$ cat src/rtl/vga_pkg.sv
// Shared widths and the timing-bus layout for the VGA pixel pipeline stages.
package vga_pkg;
    localparam int COLOR_W = 12;
    localparam int CNT_W   = 11;
    localparam int TBUS_W  = 2 * CNT_W + 4;
    localparam logic [COLOR_W-1:0] BLACK = 12'h000;

    typedef struct packed {
        logic [CNT_W-1:0] hcount;
        logic             hsync;
        logic             hblnk;
        logic [CNT_W-1:0] vcount;
        logic             vsync;
        logic             vblnk;
    } tbus_t;
endpackage

$ cat src/rtl/timing_delay.sv
// Fixed-depth shift-register delay line with synchronous reset.
module timing_delay #(
    parameter int WIDTH = 1,
    parameter int DEPTH = 1
) (
    input  logic             pclk,
    input  logic             rst,
    input  logic [WIDTH-1:0] din,
    output logic [WIDTH-1:0] dout
);
    logic [DEPTH-1:0][WIDTH-1:0] sr;

    always_ff @(posedge pclk) begin
        if (rst) begin
            sr <= '0;
        end else begin
            sr[0] <= din;
            for (int i = 1; i < DEPTH; i++)
                sr[i] <= sr[i-1];
        end
    end

    assign dout = sr[DEPTH-1];
endmodule

$ cat src/rtl/draw_sprite.sv
// Overlays a ROM-backed sprite on the pixel stream; two-stage pipeline with
// the timing bus delayed to stay aligned with rgb_out.
module draw_sprite
    import vga_pkg::*;
#(
    parameter int                 SPR_W_LOG2  = 6,
    parameter int                 SPR_H_LOG2  = 6,
    parameter logic [COLOR_W-1:0] TRANSPARENT = 12'hF0F
) (
    input  logic                           pclk,
    input  logic                           rst,
    input  logic [CNT_W-1:0]               hcount_in,
    input  logic                           hsync_in,
    input  logic                           hblnk_in,
    input  logic [CNT_W-1:0]               vcount_in,
    input  logic                           vsync_in,
    input  logic                           vblnk_in,
    input  logic [COLOR_W-1:0]             rgb_in,
    input  logic [CNT_W-1:0]               xpos,
    input  logic [CNT_W-1:0]               ypos,
    output logic [SPR_H_LOG2+SPR_W_LOG2-1:0] rom_addr,
    input  logic [COLOR_W-1:0]             rom_data,
    output logic [CNT_W-1:0]               hcount_out,
    output logic                           hsync_out,
    output logic                           hblnk_out,
    output logic [CNT_W-1:0]               vcount_out,
    output logic                           vsync_out,
    output logic                           vblnk_out,
    output logic [COLOR_W-1:0]             rgb_out
);
    localparam logic [CNT_W:0] SPR_W = (CNT_W+1)'(1 << SPR_W_LOG2);
    localparam logic [CNT_W:0] SPR_H = (CNT_W+1)'(1 << SPR_H_LOG2);

    logic               vblnk_prev, pos_valid;
    logic [CNT_W-1:0]   x_lat, y_lat;

    // Position is only sampled on the vblank rising edge so a frame never tears.
    always_ff @(posedge pclk) begin
        if (rst) begin
            vblnk_prev <= 1'b0;
            pos_valid  <= 1'b0;
            x_lat      <= '0;
            y_lat      <= '0;
        end else begin
            vblnk_prev <= vblnk_in;
            if (vblnk_in && !vblnk_prev) begin
                x_lat     <= xpos;
                y_lat     <= ypos;
                pos_valid <= 1'b1;
            end
        end
    end

    // End bounds are one bit wider so a sprite straddling 2047 does not wrap.
    logic [CNT_W:0]        x_end, y_end;
    logic [SPR_W_LOG2-1:0] col;
    logic [SPR_H_LOG2-1:0] row;
    logic                  hit;

    assign x_end = {1'b0, x_lat} + SPR_W;
    assign y_end = {1'b0, y_lat} + SPR_H;
    assign col   = SPR_W_LOG2'(hcount_in - x_lat);
    assign row   = SPR_H_LOG2'(vcount_in - y_lat);
    assign hit   = pos_valid && !hblnk_in && !vblnk_in
                && (hcount_in >= x_lat) && ({1'b0, hcount_in} < x_end)
                && (vcount_in >= y_lat) && ({1'b0, vcount_in} < y_end);

    logic               hit_d1, blank_d1;
    logic [COLOR_W-1:0] rgb_d1;

    always_ff @(posedge pclk) begin
        if (rst) begin
            rom_addr <= '0;
            hit_d1   <= 1'b0;
            blank_d1 <= 1'b0;
            rgb_out  <= BLACK;
        end else begin
            hit_d1   <= hit;
            blank_d1 <= hblnk_in | vblnk_in;
            if (hit)
                rom_addr <= {row, col};
            if (blank_d1)
                rgb_out <= BLACK;
            else if (hit_d1 && rom_data != TRANSPARENT)
                rgb_out <= rom_data;
            else
                rgb_out <= rgb_d1;
        end
    end

    tbus_t tbus_in, tbus_out;

    assign tbus_in = '{hcount: hcount_in, hsync: hsync_in, hblnk: hblnk_in,
                       vcount: vcount_in, vsync: vsync_in, vblnk: vblnk_in};

    timing_delay #(.WIDTH(TBUS_W), .DEPTH(2)) u_tbus_dly (
        .pclk (pclk),
        .rst  (rst),
        .din  (tbus_in),
        .dout (tbus_out)
    );

    timing_delay #(.WIDTH(COLOR_W), .DEPTH(1)) u_rgb_dly (
        .pclk (pclk),
        .rst  (rst),
        .din  (rgb_in),
        .dout (rgb_d1)
    );

    assign hcount_out = tbus_out.hcount;
    assign hsync_out  = tbus_out.hsync;
    assign hblnk_out  = tbus_out.hblnk;
    assign vcount_out = tbus_out.vcount;
    assign vsync_out  = tbus_out.vsync;
    assign vblnk_out  = tbus_out.vblnk;
endmodule
$ cat config.mk
export PLATFORM = sky130hd
export DESIGN_NAME = draw_sprite
export DESIGN_NICKNAME = d
export VERILOG_FILES = /design/src/rtl/vga_pkg.sv /design/src/rtl/timing_delay.sv /design/src/rtl/draw_sprite.sv
export SDC_FILE = /design/constraint.sdc
export NUM_CORES = 1
export LEC_CHECK = 0
export CAP_MARGIN = 25
export CORE_ASPECT_RATIO = 2
export CORE_MARGIN = 2
export CORE_UTILIZATION = 53
export CTS_CLUSTER_DIAMETER = 50
export DETAILED_ROUTE_END_ITERATION = 8
export GPL_TIMING_DRIVEN = 0
export PLACE_DENSITY_LB_ADDON = 0.25
export SETUP_SLACK_MARGIN = 0.05
export SLEW_MARGIN = 20
export SYNTH_ARGS = -nofsm -noshare
export SYNTH_HDL_FRONTEND = slang
export SYNTH_SLANG_ARGS = --single-unit
$ cat constraint.sdc
create_clock -name pclk -period 7.15 [get_ports pclk]
set_clock_uncertainty 0.05 [all_clocks]
set_input_delay 1.0725 -clock pclk [delete_from_list [all_inputs] [get_ports pclk]]
set_output_delay 1.0725 -clock pclk [all_outputs]
set_load 0.005 [all_outputs]
# After elaboration in Yosys (flattened, before gate mapping)
# Index checks and enable logic that the tools add are counted.
dict set report totals {
  register_bits 114
  in_bits 74
  output_inout_bits 50
  word_cells 34
}
dict set report classes {
  bitwise 1
  add_sub_neg 4
  n_lt_le_gt_ge 4
  reduce_logical 12
  n_mux 1
  n_eq_ne 1
}
# operator n
set op_table {}
lappend op_table {{adder 11 x 7 -> 12 bit, second input constant} 2}
lappend op_table {{< comparator 11 x 12 -> 1 bit} 2}
lappend op_table {{>= comparator 11 bit} 2}
lappend op_table {{two-way mux 12 bit} 1}
lappend op_table {{inequality test 12 bit, second input constant} 1}
lappend op_table {{subtractor 6 bit} 2}
lappend op_table {{logical AND 1 bit} 8}
lappend op_table {{logical NOT 1 bit} 3}
lappend op_table {{OR reduction 2 bit} 1}
lappend op_table {{bitwise OR 1 bit} 1}

# Logic depth before layout (Yosys ltp)
dict set report depth {
  ltp_word 7
  mapped_depth 11
  mapped_depth_nobuf 9
}

# Modules after synthesis
# A second synthesis with hierarchy kept.
dict set report unflattened {
  hier_cells 520
  hier_area_um2 4973.5
}
# module area_per_inst_um2 instances cells_each seq_area_each_um2
set modules_own_cells {}
lappend modules_own_cells {draw_sprite 3020.4 1 360 1001.0}
lappend modules_own_cells {{timing_delay at u_tbus_dly} 1586.5 1 135 1041.0}
lappend modules_own_cells {{timing_delay at u_rgb_dly} 366.6 1 25 240.2}

# Worst setup path before layout
# OpenSTA, ideal clock, no wires.
dict set report synth_path {
  path_kind {input -> register}
  from {in vcount_in[0]}
  to {reg rom_addr[10]}
  setup_ns 0.121
  path_slack_ns 3.848
  cell_stages 11
  n_path_buf 2
  required_ns 6.979
  arrival_ns 3.131
  cell_sequence {inv_1 -> ha_1 -> fa_1 -> nor2b_1 -> o31a_1 -> o31ai_1 -> a21oi_1 -> or4_1 -> buf_2 -> buf_6 -> mux2_4}
}
dict set report synth_via {
  elab_chain_len 3
  elab_cells_between_ends 5
  cone_classes {add/sub: 1; order compare: 2; reduce/logical: 2}
}
# item line
set synth_rtl {}
lappend synth_rtl {{start: declaration} draw_sprite.sv:15} ;# input logic [CNT_W-1:0] vcount_in,
lappend synth_rtl {{>= comparator 11 bit} draw_sprite.sv:66} ;# && (vcount_in >= y_lat) && ({1'b0, vcount_in} < y_end);
lappend synth_rtl {{logical AND 1 bit (2 in a row)} draw_sprite.sv:66}
lappend synth_rtl {{end signal: assignment} draw_sprite.sv:81} ;# rom_addr <= {row, col};
lappend synth_rtl {{end: declaration} draw_sprite.sv:21} ;# output logic [SPR_H_LOG2+SPR_W_LOG2-1:0] rom_addr,
# Several ways; a longest one is shown, not always the timed one.
# A chain may end at the register's enable or synchronous reset.

# Final worst setup path
dict set report layout_path {
  from {in vcount_in[0]}
  to {reg rom_addr[5]}
}
dict set report layout_via {
  elab_chain_len 3
  elab_cells_between_ends 4
  cone_classes {order compare: 2; reduce/logical: 2}
}
# item line
set layout_rtl {}
lappend layout_rtl {{>= comparator 11 bit} draw_sprite.sv:66}
lappend layout_rtl {{logical AND 1 bit} draw_sprite.sv:66}
lappend layout_rtl {{logical AND 1 bit *} draw_sprite.sv:66}
# Mark *: on every way between the ends. The rest lies on a longest branch, timed or not.

==> impl_metrics.env <==
export IMPL_crit_path_end_kind="flop"
export IMPL_synth_area_um2=4892
export IMPL_crit_chain="clkdlybuf4s50_1 -> inv_1 -> ha_1 -> fa_1 -> nor2b_1 -> o31a_1 -> o31ai_1 -> a21oi_1 -> or4_1 -> buf_2 -> buf_6 -> mux2_4"
export IMPL_dr_pass1_iters=5
export IMPL_start_util=0.5428
export IMPL_utilization=0.7637
export IMPL_drc=0
export IMPL_syn_nets=629
export IMPL_synth_area_leaders="dfxtp_1 (46%), nor2b_1 (10%), ha_1 (8.7%), nand2_1 (4.4%), buf_4 (3.4%)"
export IMPL_synth_largest_area_cell="dfxtp_1"
export IMPL_finalWirelength_um=11450
export IMPL_grt_max_degree=17
export IMPL_slew_headroom=0.5175
export IMPL_ys_seq_area_frac=0.4624
export IMPL_vias=3961
export IMPL_worstPathMaxFanout=10
export IMPL_slew_viol_final=0
export IMPL_grt_ovfl_total=0
export IMPL_min_path_type="flop to flop"
export IMPL_postCtsSetupBuffers=0
export IMPL_dieArea_um2=10060
export IMPL_clock_sinks=113
export IMPL_vdd_drop_max_uv=204.1
export IMPL_maxCapViolCount=0
export IMPL_nets=771
export IMPL_core_um2=9012
export IMPL_io_buffers=123
export IMPL_cts_htree_levels=4
export IMPL_place_area_um2=6251
export IMPL_worst_path_max_delay_cell="or4_1"
export IMPL_n_antenna_cell=0
export IMPL_ctsResizeCount=0
export IMPL_worst_skew_pair_late_latency_ns=0.40
export IMPL_cts_tree="done"
export IMPL_ys_warn_count=0
export IMPL_synth_seq_cells=113
export IMPL_gp_congestion=0.9246
export IMPL_fin_crit_ns=3.571
export IMPL_fin_setup_tns_ns=0
export IMPL_critPathArrivalTime_ns=3.82
export IMPL_synth_area_per_cell_um2=9.426
export IMPL_final_setup_worst_slack_ns=3.579
export IMPL_syn2layout_area_growth_pct=40.69
export IMPL_clock_fmax_mhz=280.0
export IMPL_required_ns=7.39
export IMPL_synth_edf_count=0
export IMPL_rsz0062_at_grt="false"
export IMPL_postCtsHoldBufs=0
export IMPL_path_class="input pin to flop"
export IMPL_final_layout_size_suffix_gt1_frac=0.1068
export IMPL_startpoint_type="input pin"
export IMPL_grt_pass1_vias=4152
export IMPL_async_flop_share=0
export IMPL_drtIter0Drc=98
export IMPL_period_share=0.4995
export IMPL_die_h_um=139.9
export IMPL_grt_antenna_before_repair=0
export IMPL_yosysTopAreaCellShare=0.4624
export IMPL_synth_flop_cell="dfxtp_1"
export IMPL_clockRootBuffer="clkbuf_16"
export IMPL_dp_hpwl_um=8726
export IMPL_max_stage_delay_ns=0.51
export IMPL_syn_inst=519
export IMPL_finalHoldViolCount=0
export IMPL_ys_types=46
export IMPL_vias_per_cell=5.104
export IMPL_routedWlPerCell_um=14.76
export IMPL_die_w_um=71.94
export IMPL_ioPinCount=124
export IMPL_grt_pass1_wl_um=18530
export IMPL_rows=49
export IMPL_finalSetupViolCount=0
export IMPL_clk_pin_slew_ns=0.06
export IMPL_power_density_nw_per_um2=255.9
export IMPL_postRouteAntennaNets=0
export IMPL_pre_cts_slack_ns=3.180
export IMPL_tightest_slew_ns=0.7237
export IMPL_design_area_um2=6883
export IMPL_max_clock_path_buffers=2
export IMPL_status="finished clean"
export IMPL_grt_use_total=0.2388
export IMPL_p_leak_nw=2.918
export IMPL_cts_buffers=17
worst paths after layout:
kind	slack [ns]	depth (start not counted)	end	start
setup / recovery	3.58	12	rom_addr[5]$_SDFFE_PP0P_	vcount_in[0]
hold / removal	0.38	1	u_tbus_dly.dout[15]$_SDFF_PP0_	u_tbus_dly.sr[15]$_SDFF_PP0_
setup reg to reg	4.24	11	rom_addr[5]$_SDFFE_PP0P_	y_lat[6]$_SDFFE_PP0P_
hold reg to reg	0.38	1	u_tbus_dly.dout[15]$_SDFF_PP0_	u_tbus_dly.sr[15]$_SDFF_PP0_
where the power goes:
part | internal (W) | switching (W)
Combinational | 0.000110 | 0.0000904
Sequential | 0.000658 | 0.0000109
Clock | 0.000588 | 0.000304
Total | 0.00136 | 0.000406
state kept, by name (all words and copies together) (netlist names):
| register | count |
|---|---|
| y_lat | 11 |
| rgb_out | 12 |
| hit_d1 | 1 |
| u_tbus_dly.dout | 26 |
| rom_addr | 12 |
| x_lat | 11 |
| pos_valid | 1 |
| u_rgb_dly.dout | 12 |
| blank_d1 | 1 |
| u_tbus_dly.sr | 26 |
critical path: cells and delay by family:
family,cells,cell delay [ns]
AO/OA/AOI/OAI,3,0.59
adder cells (fa/ha/maj),2,0.43
buffers and inverters,4,0.84
multiplexers,1,0.30
AND/OR/NAND/NOR,2,0.58
layout make-up:
cell class	instances	area [µm²]
clock inverters	14	202.7
multi-input cells	334	2268
inverters	30	112.6
fillers	652	2130
repair buffers	123	1231
flip-flops and latches	113	2262
well taps	102	127.6
plain buffers	42	249.0
clock buffers	18	429.2
placed cells by master, fill, tap and decap left out, types with 4 or more instances in the layout:
master           netlist  final
clkinv_4               0      4
ha_1                  34     34
nand2_1               57     57
xnor2_1                7      7
a21o_1                 7      7
nor2b_1               81     81
bufinv_16              0      4
a31oi_1                5      5
inv_1                 30     30
mux2i_1               11     11
a21oi_1               31     31
inv_6                  0      4
nor2_1                35     35
clkbuf_16              0     17
clkbuf_1              17     18
mux2_4                 9      9
nand3_1                4      4
clkdlybuf4s50_1        0    123
buf_4                 22     22
nor3_1                 7      7
o21ai_0                6      6
dfxtp_1              113    113
stage by stage:
stage	hold WS [ns]	instances	total power, W
5_1_grt	0.4032	776	0.001823
3_5_place_dp	0.3704	744	0.0008799
3_3_place_gp	0.3688	744	0.0008729
2_1_floorplan	0.3638	519	0.0007885
4_1_cts	0.3801	776	0.001771
6_report	0.3793	776	0.001762
cell usage after synthesis (2+ instances only):
cell type,number
nor3_1,7
a221oi_1,3
mux2_4,9
xnor2_1,7
nand4b_1,2
nand3_1,4
a31oi_1,5
fa_1,2
dfxtp_1,113
a21boi_0,2
ha_1,34
mux2_2,3
clkbuf_1,17
o21ai_0,6
or2_2,2
o31ai_1,2
inv_1,30
nand2b_1,3
and3_1,3
buf_4,22
a21o_1,7
a21oi_1,31
nor2b_1,81
nor2_1,35
o211ai_1,2
nand2_1,57
mux2i_1,11
cells by family after synthesis:
| family | after synthesis | synth area share |
|---|---|---|
| adders and majority gates | 36 | 0.09514 |
| muxes | 23 | 0.05703 |
| buffers and inverters | 72 | 0.07391 |
| xor gates and xnor gates | 8 | 0.01432 |
| DFF | 113 | 0.4624 |
| AOI/OAI and AO/OA | 67 | 0.08670 |
| and+or+nand+nor | 200 | 0.2105 |
routing by layer:
metal  wire length [µm]  vias to the layer above  GRT usage
met2               6408                      123     0.4537
li1                   -                     1972          -
met5                  0                        -          0
met1               4103                     1828     0.2241
met4                509                        0     0.1410
met3                431                       38    0.04634
Power figures use the tool's default switching activity.
